### src/rtl/response_uart_tx.sv
// rtl/response_uart_tx.sv - UART transmitter for the PUF response with an ack/clear handshake
// Optional macro UART_PARITY_EN inserts an even-parity bit between the data and stop bits.
module response_uart_tx #(
  parameter int CLKS_PER_BIT = 104,
  parameter int ACK_CYCLES   = 2
) (
  input  logic        clock,
  input  logic        reset,
  input  logic [7:0]  response,
  input  logic        ready_to_read,
  output logic        tx,
  output logic        computer_ack_reset,
  output logic        busy,
  output logic        tx_done,
  output logic [15:0] frames_sent
);

  localparam int CNT_MAX = (CLKS_PER_BIT > ACK_CYCLES) ? CLKS_PER_BIT : ACK_CYCLES;
  localparam int CW      = $clog2(CNT_MAX);
  localparam logic [CW-1:0] BAUD_LAST = CW'(CLKS_PER_BIT - 1);
  localparam logic [CW-1:0] DONE_AT   = CW'(CLKS_PER_BIT - 2);
  localparam logic [CW-1:0] ACK_LAST  = CW'(ACK_CYCLES - 1);

`ifdef UART_PARITY_EN
  typedef enum logic [2:0] {
    S_IDLE, S_START, S_DATA, S_PARITY, S_STOP, S_ACK, S_WAIT_CLR
  } state_t;
`else
  typedef enum logic [2:0] {
    S_IDLE, S_START, S_DATA, S_STOP, S_ACK, S_WAIT_CLR
  } state_t;
`endif

  state_t        state, state_nxt;
  logic [CW-1:0] baud_cnt, baud_nxt;
  logic [2:0]    bit_idx, bit_nxt;
  logic [7:0]    shift_r, shift_nxt;
  logic          tx_nxt, ack_nxt, busy_nxt, done_nxt, frame_end;
`ifdef UART_PARITY_EN
  logic          parity_r, parity_nxt;
`endif

  always_ff @(posedge clock) begin
    if (reset) begin
      state              <= S_IDLE;
      baud_cnt           <= '0;
      bit_idx            <= '0;
      shift_r            <= '0;
      tx                 <= 1'b1;
      computer_ack_reset <= 1'b0;
      busy               <= 1'b0;
      tx_done            <= 1'b0;
`ifdef UART_PARITY_EN
      parity_r           <= 1'b0;
`endif
    end else begin
      state              <= state_nxt;
      baud_cnt           <= baud_nxt;
      bit_idx            <= bit_nxt;
      shift_r            <= shift_nxt;
      tx                 <= tx_nxt;
      computer_ack_reset <= ack_nxt;
      busy               <= busy_nxt;
      tx_done            <= done_nxt;
`ifdef UART_PARITY_EN
      parity_r           <= parity_nxt;
`endif
    end
  end

  always_ff @(posedge clock) begin
    if (reset)          frames_sent <= '0;
    else if (frame_end) frames_sent <= frames_sent + 16'd1;
  end

  // Outputs are computed one cycle ahead so every output leaves straight from a flop.
  always_comb begin
    state_nxt = state;
    baud_nxt  = baud_cnt;
    bit_nxt   = bit_idx;
    shift_nxt = shift_r;
    tx_nxt    = tx;
    ack_nxt   = computer_ack_reset;
    busy_nxt  = busy;
    done_nxt  = 1'b0;
    frame_end = 1'b0;
`ifdef UART_PARITY_EN
    parity_nxt = parity_r;
`endif
    case (state)
      S_IDLE: begin
        tx_nxt   = 1'b1;
        ack_nxt  = 1'b0;
        busy_nxt = 1'b0;
        if (ready_to_read) begin
          shift_nxt = response;
`ifdef UART_PARITY_EN
          parity_nxt = ^response;
`endif
          state_nxt = S_START;
          tx_nxt    = 1'b0;
          busy_nxt  = 1'b1;
          baud_nxt  = '0;
          bit_nxt   = '0;
        end
      end
      S_START: begin
        if (baud_cnt == BAUD_LAST) begin
          baud_nxt  = '0;
          state_nxt = S_DATA;
          tx_nxt    = shift_r[0];
        end else begin
          baud_nxt = baud_cnt + CW'(1);
        end
      end
      S_DATA: begin
        if (baud_cnt == BAUD_LAST) begin
          baud_nxt = '0;
          if (bit_idx == 3'd7) begin
`ifdef UART_PARITY_EN
            state_nxt = S_PARITY;
            tx_nxt    = parity_r;
`else
            state_nxt = S_STOP;
            tx_nxt    = 1'b1;
`endif
          end else begin
            bit_nxt   = bit_idx + 3'd1;
            shift_nxt = {1'b0, shift_r[7:1]};
            tx_nxt    = shift_r[1];
          end
        end else begin
          baud_nxt = baud_cnt + CW'(1);
        end
      end
`ifdef UART_PARITY_EN
      S_PARITY: begin
        if (baud_cnt == BAUD_LAST) begin
          baud_nxt  = '0;
          state_nxt = S_STOP;
          tx_nxt    = 1'b1;
        end else begin
          baud_nxt = baud_cnt + CW'(1);
        end
      end
`endif
      S_STOP: begin
        done_nxt = (baud_cnt == DONE_AT);
        if (baud_cnt == BAUD_LAST) begin
          baud_nxt  = '0;
          state_nxt = S_ACK;
          ack_nxt   = 1'b1;
          frame_end = 1'b1;
        end else begin
          baud_nxt = baud_cnt + CW'(1);
        end
      end
      S_ACK: begin
        if (baud_cnt == ACK_LAST) begin
          baud_nxt  = '0;
          ack_nxt   = 1'b0;
          state_nxt = S_WAIT_CLR;
        end else begin
          baud_nxt = baud_cnt + CW'(1);
        end
      end
      S_WAIT_CLR: begin
        // Hold off until the buffer has visibly cleared, so a stale byte is never resent.
        if (!ready_to_read) begin
          state_nxt = S_IDLE;
          busy_nxt  = 1'b0;
        end
      end
      default: begin
        state_nxt = S_IDLE;
        tx_nxt    = 1'b1;
        ack_nxt   = 1'b0;
        busy_nxt  = 1'b0;
        baud_nxt  = '0;
      end
    endcase
  end

endmodule

### config.mk
export PLATFORM = sky130hd
export DESIGN_NAME = response_uart_tx
export DESIGN_NICKNAME = d
export VERILOG_FILES = /design/src/rtl/response_uart_tx.sv
export SDC_FILE = /design/constraint.sdc
export NUM_CORES = 1
export LEC_CHECK = 0
export BUFFER_PORTS_ARGS = -buffer_cell sky130_fd_sc_hd__buf_2
export CORE_UTILIZATION = 45
export CTS_BUF_LIST = sky130_fd_sc_hd__clkbuf_4 sky130_fd_sc_hd__clkbuf_8
export DETAILED_ROUTE_END_ITERATION = 8
export GPL_ROUTABILITY_DRIVEN = 0
export GPL_TIMING_DRIVEN = 0
export HOLD_SLACK_MARGIN = 0.1
export PLACE_DENSITY_LB_ADDON = 0.15
export SYNTH_ARGS = -nofsm -noshare
export SYNTH_HDL_FRONTEND = slang
export SYNTH_SLANG_ARGS = --single-unit
### constraint.sdc
create_clock -name clock -period 3.8 [get_ports clock]
set_clock_uncertainty 0.15 [all_clocks]
set_input_delay 0.57 -clock clock [delete_from_list [all_inputs] [get_ports clock]]
set_output_delay 0.57 -clock clock [all_outputs]
set_load 0.005 [all_outputs]
==> impl_results.md, run 1 <==
- Yosys warns: 0
- Postcts setup bufs: 0
- Register bit total from synthesis: 41
- Final Hold Viols: 0
- Mux contribution to synthesized area: under 10%
- Syn Std Cell Area: 2160 µm²
- R2r startpoint: baud_cnt[0]
- Layout Nets: between 300 and 400
- CP Launch Point: baud_cnt[0]
- Fin crit share: between 60% and 70%
- Placed Area: 2370 µm²
- Critical path class: reg2reg
- Hold buffers post-CTS: 0
- Remaining Overflow, GRT: 0
- Drt first pass iters: 6
- Proportion of layout cells with a drive suffix above 1: 16.5%
- Via count: slightly above 2000
- PortBufs: 29
- Fmax: just over 400 MHz
- Commonest non-fill, non-tap cells in the layout: dfxtp_1 (41), buf_2 (35), a21oi_1 (31)
- CTS buffer count: 5
- Peak VDD IR: 0.283 mV
- DRC: 2
- TritonCTS clock tree: yes
- Met2 Use GR: about a third
- Synth Area in Compound Gates: 19.6%
- Met3 global-route usage: 3.94%
- Slowest stage delay, CP: 0.79 ns
- Unrepaired setup endpoints after global routing: no
- Crit path max fanout: 10
- Hold wc startpoint: bit_idx[1]
- Synthesis-to-layout area growth: 15.3%
- Least-Margin Pin Slew: about 0.9 ns
- Starting Density: around half
- Slowest cell on crit path: o31ai_1
- Post_cts resized: 0
- Relative slew slack: approximately 40%
- PwrDens: 359 nW/µm²
- Gr busiest metal: met2
- Die Y: 71.3 µm
- Die Span X: 71.3 µm
- Violated checks: DRC
- Die area: around 5000 µm²
- Hpwl dp: 3550 µm
- Core area: 4470 µm²
- Clk buf depth: 2
- Clk pin slew, worst setup/hold paths: 0.08 ns
- Setup crit end kind: register
- Synthesized area per cell: between 8 and 9 µm²
- WHS: between 0.3 and 0.4 ns
- Reg2reg end: shift_r[1]
- Hold path cells: 2
- Hold Crit Class: reg2reg
- CP required: 3.85 ns
- Synth unique cells: 44
- Post-synthesis adder-cell area fraction: 3.47%
- Global-route wire length before repair: 8720 µm
- Setup-failing EPs final: 0
- Max-Cap Viols: 0
- H-tree depth: 2
- Largest family of logic cells by synthesized area: simple AND/OR/NAND/NOR gates
- Syn Nets: 277
- Antenna Violating Nets Remaining: 0
- Grt met1 use: 30.7%
- Status: finished, violations left
- Post-Synthesis Cells: 260
- Worst EP arrival: 2.50 ns
- Largest net degree at the start of global routing: 13
- Fin. max-slew vios: 0
- I/O pin total: 31
- Final Total Pwr: 0.893 mW
- ANT cells: 0
- Min Tclk post-route: 2.45 ns
- Worst-Skew Late Latency: 0.29 ns
- Leading cell type in the layout, fill and taps excluded: dfxtp_1
- Initial antenna violation count: 0
- Worst hold endpoint: bit_idx[1]
- Leakage: 0.974 nW
- Via/cell ratio: 5.87
- CP Cell Sequence: ha_1 > nand3_1 > clkbuf_1 > o31ai_1 > a21oi_1 > a211oi_1
- Sequential area share after synthesis: 38.0%
- Startpoint Class: register
- Final core occ: 55.7%
- R2R depth: 6
- Sink Count: between 40 and 50
- Fin Setup TNS: 0 ns
- Post-synthesis xor/xnor area fraction: 3.65%
- Post-synthesis simple-gate area fraction: 26.6%
- All-Layer GR Usage: 21.2%
- Rows: 24
- Wire length per cell: 14.3 µm
- R2r setup slk: 1.35 ns
- Clock Root Buffer: clkbuf_8
- Initial drt markers: 150
- Number of global-route vias before repair: between 1500 and 2000
- Fin area: approximately 2500 µm²
- DRT Wirelength: 5000 µm
-- where the power goes --
group | internal (mW) | switching, mW
sequential | 0.441 | 0.00898
combinational | 0.0264 | 0.0400
clock | 0.222 | 0.156
total | 0.689 | 0.205
-- worst max-delay path by stage --
stage	to	slack, ns
final	shift_r[1]	1.35
after global routing	shift_r[0]	1.14
after CTS	shift_r[1]	1.39
after detailed placement	shift_r[1]	1.40
after global placement	shift_r[4]	1.38
after floorplan	frames_sent[11]	1.83
-- per-layer routing --
| metal | vias up | wire length, µm |
|---|---|---|
| met5 | - | 0 |
| met4 | 0 | 15 |
| met3 | 2 | 189 |
| met2 | 49 | 2170 |
| met1 | 963 | 2630 |
| li1 | 1035 | - |
-- synthesized netlist by cell type --
master,count,area share [%]
dfxtp_1,41,38
a21oi_1,31,7.2
nor2_1,18,3.1
nand2_1,16,2.8
o21ai_0,15,3.5
a211oi_1,10,3.5
mux2i_1,9,4.2
nand3_1,9,2.1
xnor2_1,9,3.6
clkbuf_1,8,1.4
or3_1,8,2.3
inv_1,7,1.2
nor4_1,7,2.0
buf_2,6,1.4
ha_1,6,3.5
nand4_1,6,1.7
nor3_1,6,1.4
and3_1,4,1.2
and4_1,4,1.6
a31o_2,3,1.2
buf_1,3,0.52
nor2b_1,3,0.87
nor3b_1,3,1.0
a31oi_1,2,0.58
and2_1,2,0.58
nand2b_1,2,0.58
nand4b_1,2,0.81
o31ai_1,2,0.69
or2_2,2,0.58
or4_1,2,0.69
a2111oi_0,1,0.41
a21boi_0,1,0.35
a21o_1,1,0.35
and3b_1,1,0.41
nand3b_1,1,0.35
nand4b_4,1,1.1
nand4bb_1,1,0.52
nor4b_1,1,0.41
nor4bb_1,1,0.46
o211ai_1,1,0.35
o221ai_1,1,0.41
o22ai_1,1,0.29
o311ai_0,1,0.41
o31a_1,1,0.41
-- layout make-up --
cell class	instances	area [µm²]
fill	407	1980
multi-input combinational	195	1240
sequential	41	821
timing repair buffer	29	145
clock buffer	7	90.1
buffer	17	71.3
tap	52	65.1
clock inverter	1	30.0
inverter	7	26.3
-- critical path, delay by kind of cell (launching register included) --
| family | cells | cell delay, ns |
|---|---|---|
| compound gates | 3 | 1.20 |
| flops | 1 | 0.41 |
| buf+inv | 1 | 0.25 |
| fa+ha+maj | 1 | 0.23 |
| simple gates | 1 | 0.13 |
-- sequential cells by signal, summed over array words and instances (netlist names), 3 cells and up --
name / cells
shift_r: 8
baud_cnt: 7
frames_sent: 16
state: 3
bit_idx: 3
-- metrics by stage --
step | worst slack, ns | std cells
after global placement | 1.38 | 341
after floorplan | 1.83 | 260
final | 1.35 | 349
after CTS | 1.39 | 349
after global routing | 1.14 | 349
after detailed placement | 1.40 | 341
-- cells by family after synthesis --
family	after synthesis
buffers and inverters	24
AOI/OAI and AO/OA	71
muxes	9
adders and majority gates	6
and+or+nand+nor	100
DFF	41
xor gates and xnor gates	9
Power figures use the tool's default switching activity.
==> run 2, diff against run 1 <==
Clock period 3.8 ns to 2.2 ns, I/O delays scaled along.
==> run 2 against run 1 <==
The run still ends with DRC left. Routed wire length increased by 0.60%. Worst setup slack got worse by 1.2 ns. Worst hold slack got worse by 0.19 ns. Via count decreased by 2.0%. Sequential power increased by 73%. Critical path depth decreased by 1. Cell area increased by 2.7%. Non-clock buffer count unchanged. Combinational power increased by 79%.
==> impl_results.md, run 2 (same netlist as run 1, synthesis figures left out) <==
- Pint: around 1.2 mW
- DRC: 2
- Critical path's top delay family: simple AND/OR/NAND/NOR gates
- Starting Density: 48.3%
- Commonest non-fill, non-tap cells in the layout: dfxtp_1 (39), buf_2 (36), a21oi_1 (30)
- CP Launch Point: baud_cnt[4]
- Worst-Skew Late Latency: 0.29 ns
- Largest registers: frames_sent (16), shift_r (8), baud_cnt (7)
- PwrDens: 606 nW/µm²
- Fillers: 402
- Die Span X: 71.3 µm
- Hpwl dp: 3550 µm
- Fin Setup TNS: 0 ns
- ANT cells: 0
- R2r setup slk: about 0.11 ns
- R2r startpoint: baud_cnt[4]
- I/O pin total: 31
- Violated checks: DRC
- Global-route wire length before repair: 8710 µm
- Sequential Power Share: 50.2%
- Final core occ: 57.2%
- Leakage: a little under 1 nW
- Unrepaired setup endpoints after global routing: yes
- H-tree depth: 2
- Clock share of power: 42.2%
- Setup crit end kind: register
- Synthesis-to-layout area growth: 18.4%
- PortBufs: 29
- Slowest stage delay, CP: ~0.52 ns
- WHS: 0.141 ns
- Peak VDD IR: 0.491 mV
- Die Y: around 71 µm
- R2R depth: 5
- Die area: approximately 5000 µm²
- Relative slew slack: 61.9%
- Setup-failing EPs final: 0
- Largest net degree at the start of global routing: 13
- Placed Area: 2370 µm²
- Initial antenna violation count: 0
- Final Hold Viols: 0
- Layout Nets: 313
- Sink Count: 41
- Psw: 0.357 mW
- Fmax: 478 MHz
- Startpoint Class: register
- Remaining Overflow, GRT: 0
- Hold Crit Class: in2reg
- Max-Cap Viols: 0
- Hold buffers post-CTS: 0
- Fin. max-slew vios: 0
- Postcts setup bufs: 0
- WP buf/inv: 1
- Clk buf depth: 2
- Core area: approximately 4500 µm²
- Leading cell type in the layout, fill and taps excluded: dfxtp_1
- Largest register by flop count: frames_sent
- Slowest cell on crit path: or4_1
- TritonCTS clock tree: yes
- Via/cell ratio: 5.75
- WP depth: 5
- Fin area: between 2000 and 3000 µm²
- Hold path cells: 3
- Proportion of layout cells with a drive suffix above 1: between 20% and 30%
- Initial drt markers: 147
- Min Tclk post-route: 2.09 ns
- Via count: between 2000 and 2500
- Rows: 24
- CP Cell Sequence: nand4bb_4 > or3_1 > buf_2 > or4_1 > a21oi_2
- Worst EP arrival: 2.16 ns
- Clock Root Buffer: clkbuf_8
- Logic pwr share: 7.7%
- Least-Margin Pin Slew: 0.567 ns
- All-Layer GR Usage: 21.2%
- Max reg flops: 16
- Fin crit share: ~95%
- DRT Wirelength: 5030 µm
- Drt first pass iters: 6
- Critical path class: reg2reg
- Reg2reg end: frames_sent[11]
- CTS buffer count: 5
- Worst setup path end: frames_sent[11]
- Crit path max fanout: 8
- Antenna Violating Nets Remaining: 0
- CP required: 2.27 ns
- Wire length per cell: 14.4 µm
- Status: finished, violations left
- Number of global-route vias before repair: around 1800
- Clk pin slew, worst setup/hold paths: about 0.090 ns
- Sw Ratio: 23.1%
run 2: cell types whose count changed in the layout (fill, tap and decap cells not counted), sizes merged:
cell | before | now
clkbuf | 15 | 14
buf | 38 | 39
run 2: final cells by class:
| class | instances | area (µm²) | area share, % |
|---|---|---|---|
| Buffer | 17 | 72.6 | 2.84 |
| Clock buffer | 7 | 90.1 | 3.52 |
| Clock inverter | 1 | 30.0 | 1.17 |
| Inverter | 7 | 26.3 | 1.03 |
| Multi-Input combinational cell | 195 | 1300 | 50.9 |
| Sequential cell | 41 | 826 | 32.3 |
| Tap cell | 52 | 65.1 | 2.54 |
| Timing Repair Buffer | 29 | 145 | 5.68 |
run 2: worst min-delay path by stage:
stage,from,to,slack [ns]
2_1_floorplan,shift_r[7],shift_r[7],0.30
3_3_place_gp,bit_idx[2],bit_idx[2],0.32
5_1_grt,response[7],shift_r[7],0.18
3_5_place_dp,bit_idx[1],bit_idx[1],0.32
6_report,response[7],shift_r[7],0.14
4_1_cts,response[7],shift_r[7],0.13
run 2: worst reg2reg max path: cells and delay by family (launching register included):
family	cells	cell delay, ns
buf+inv	1	0.17
simple gates	3	1.16
compound gates	1	0.15
flops	1	0.39
run 2: timing repair:
item                                    CTS  global route
hold endpoints to repair                  0             0
endpoints found under the setup margin   11            19
resized for setup                         4            11
run 2: power by group through the flow:
stage               Clock [mW]  Sequential, mW  Combinational [mW]
finish                   0.653           0.777               0.119
global route             0.695           0.780               0.135
CTS                      0.663           0.776               0.116
detailed placement           0           0.793               0.114
global placement             0           0.793               0.112
floorplan                    0           0.790              0.0808
run 2: through the flow:
stage | worst slack [ns] | std cells | power [mW]
global placement | -0.219 | 341 | 0.905
floorplan | 0.233 | 260 | 0.871
global route | -0.0292 | 349 | 1.61
CTS | 0.00998 | 349 | 1.55
finish | 0.110 | 349 | 1.55
detailed placement | -0.198 | 341 | 0.907
run 2: metal layers:
metal	wire length, µm	vias up	GRT usage, %	part of all wire, %
met2	2240	42	33.5	44
met1	2600	930	30.8	52
met4	15	0	3.33	0.30
met3	182	2	3.94	3.6
li1	-	1034	-	-
met5	0	-	0	0
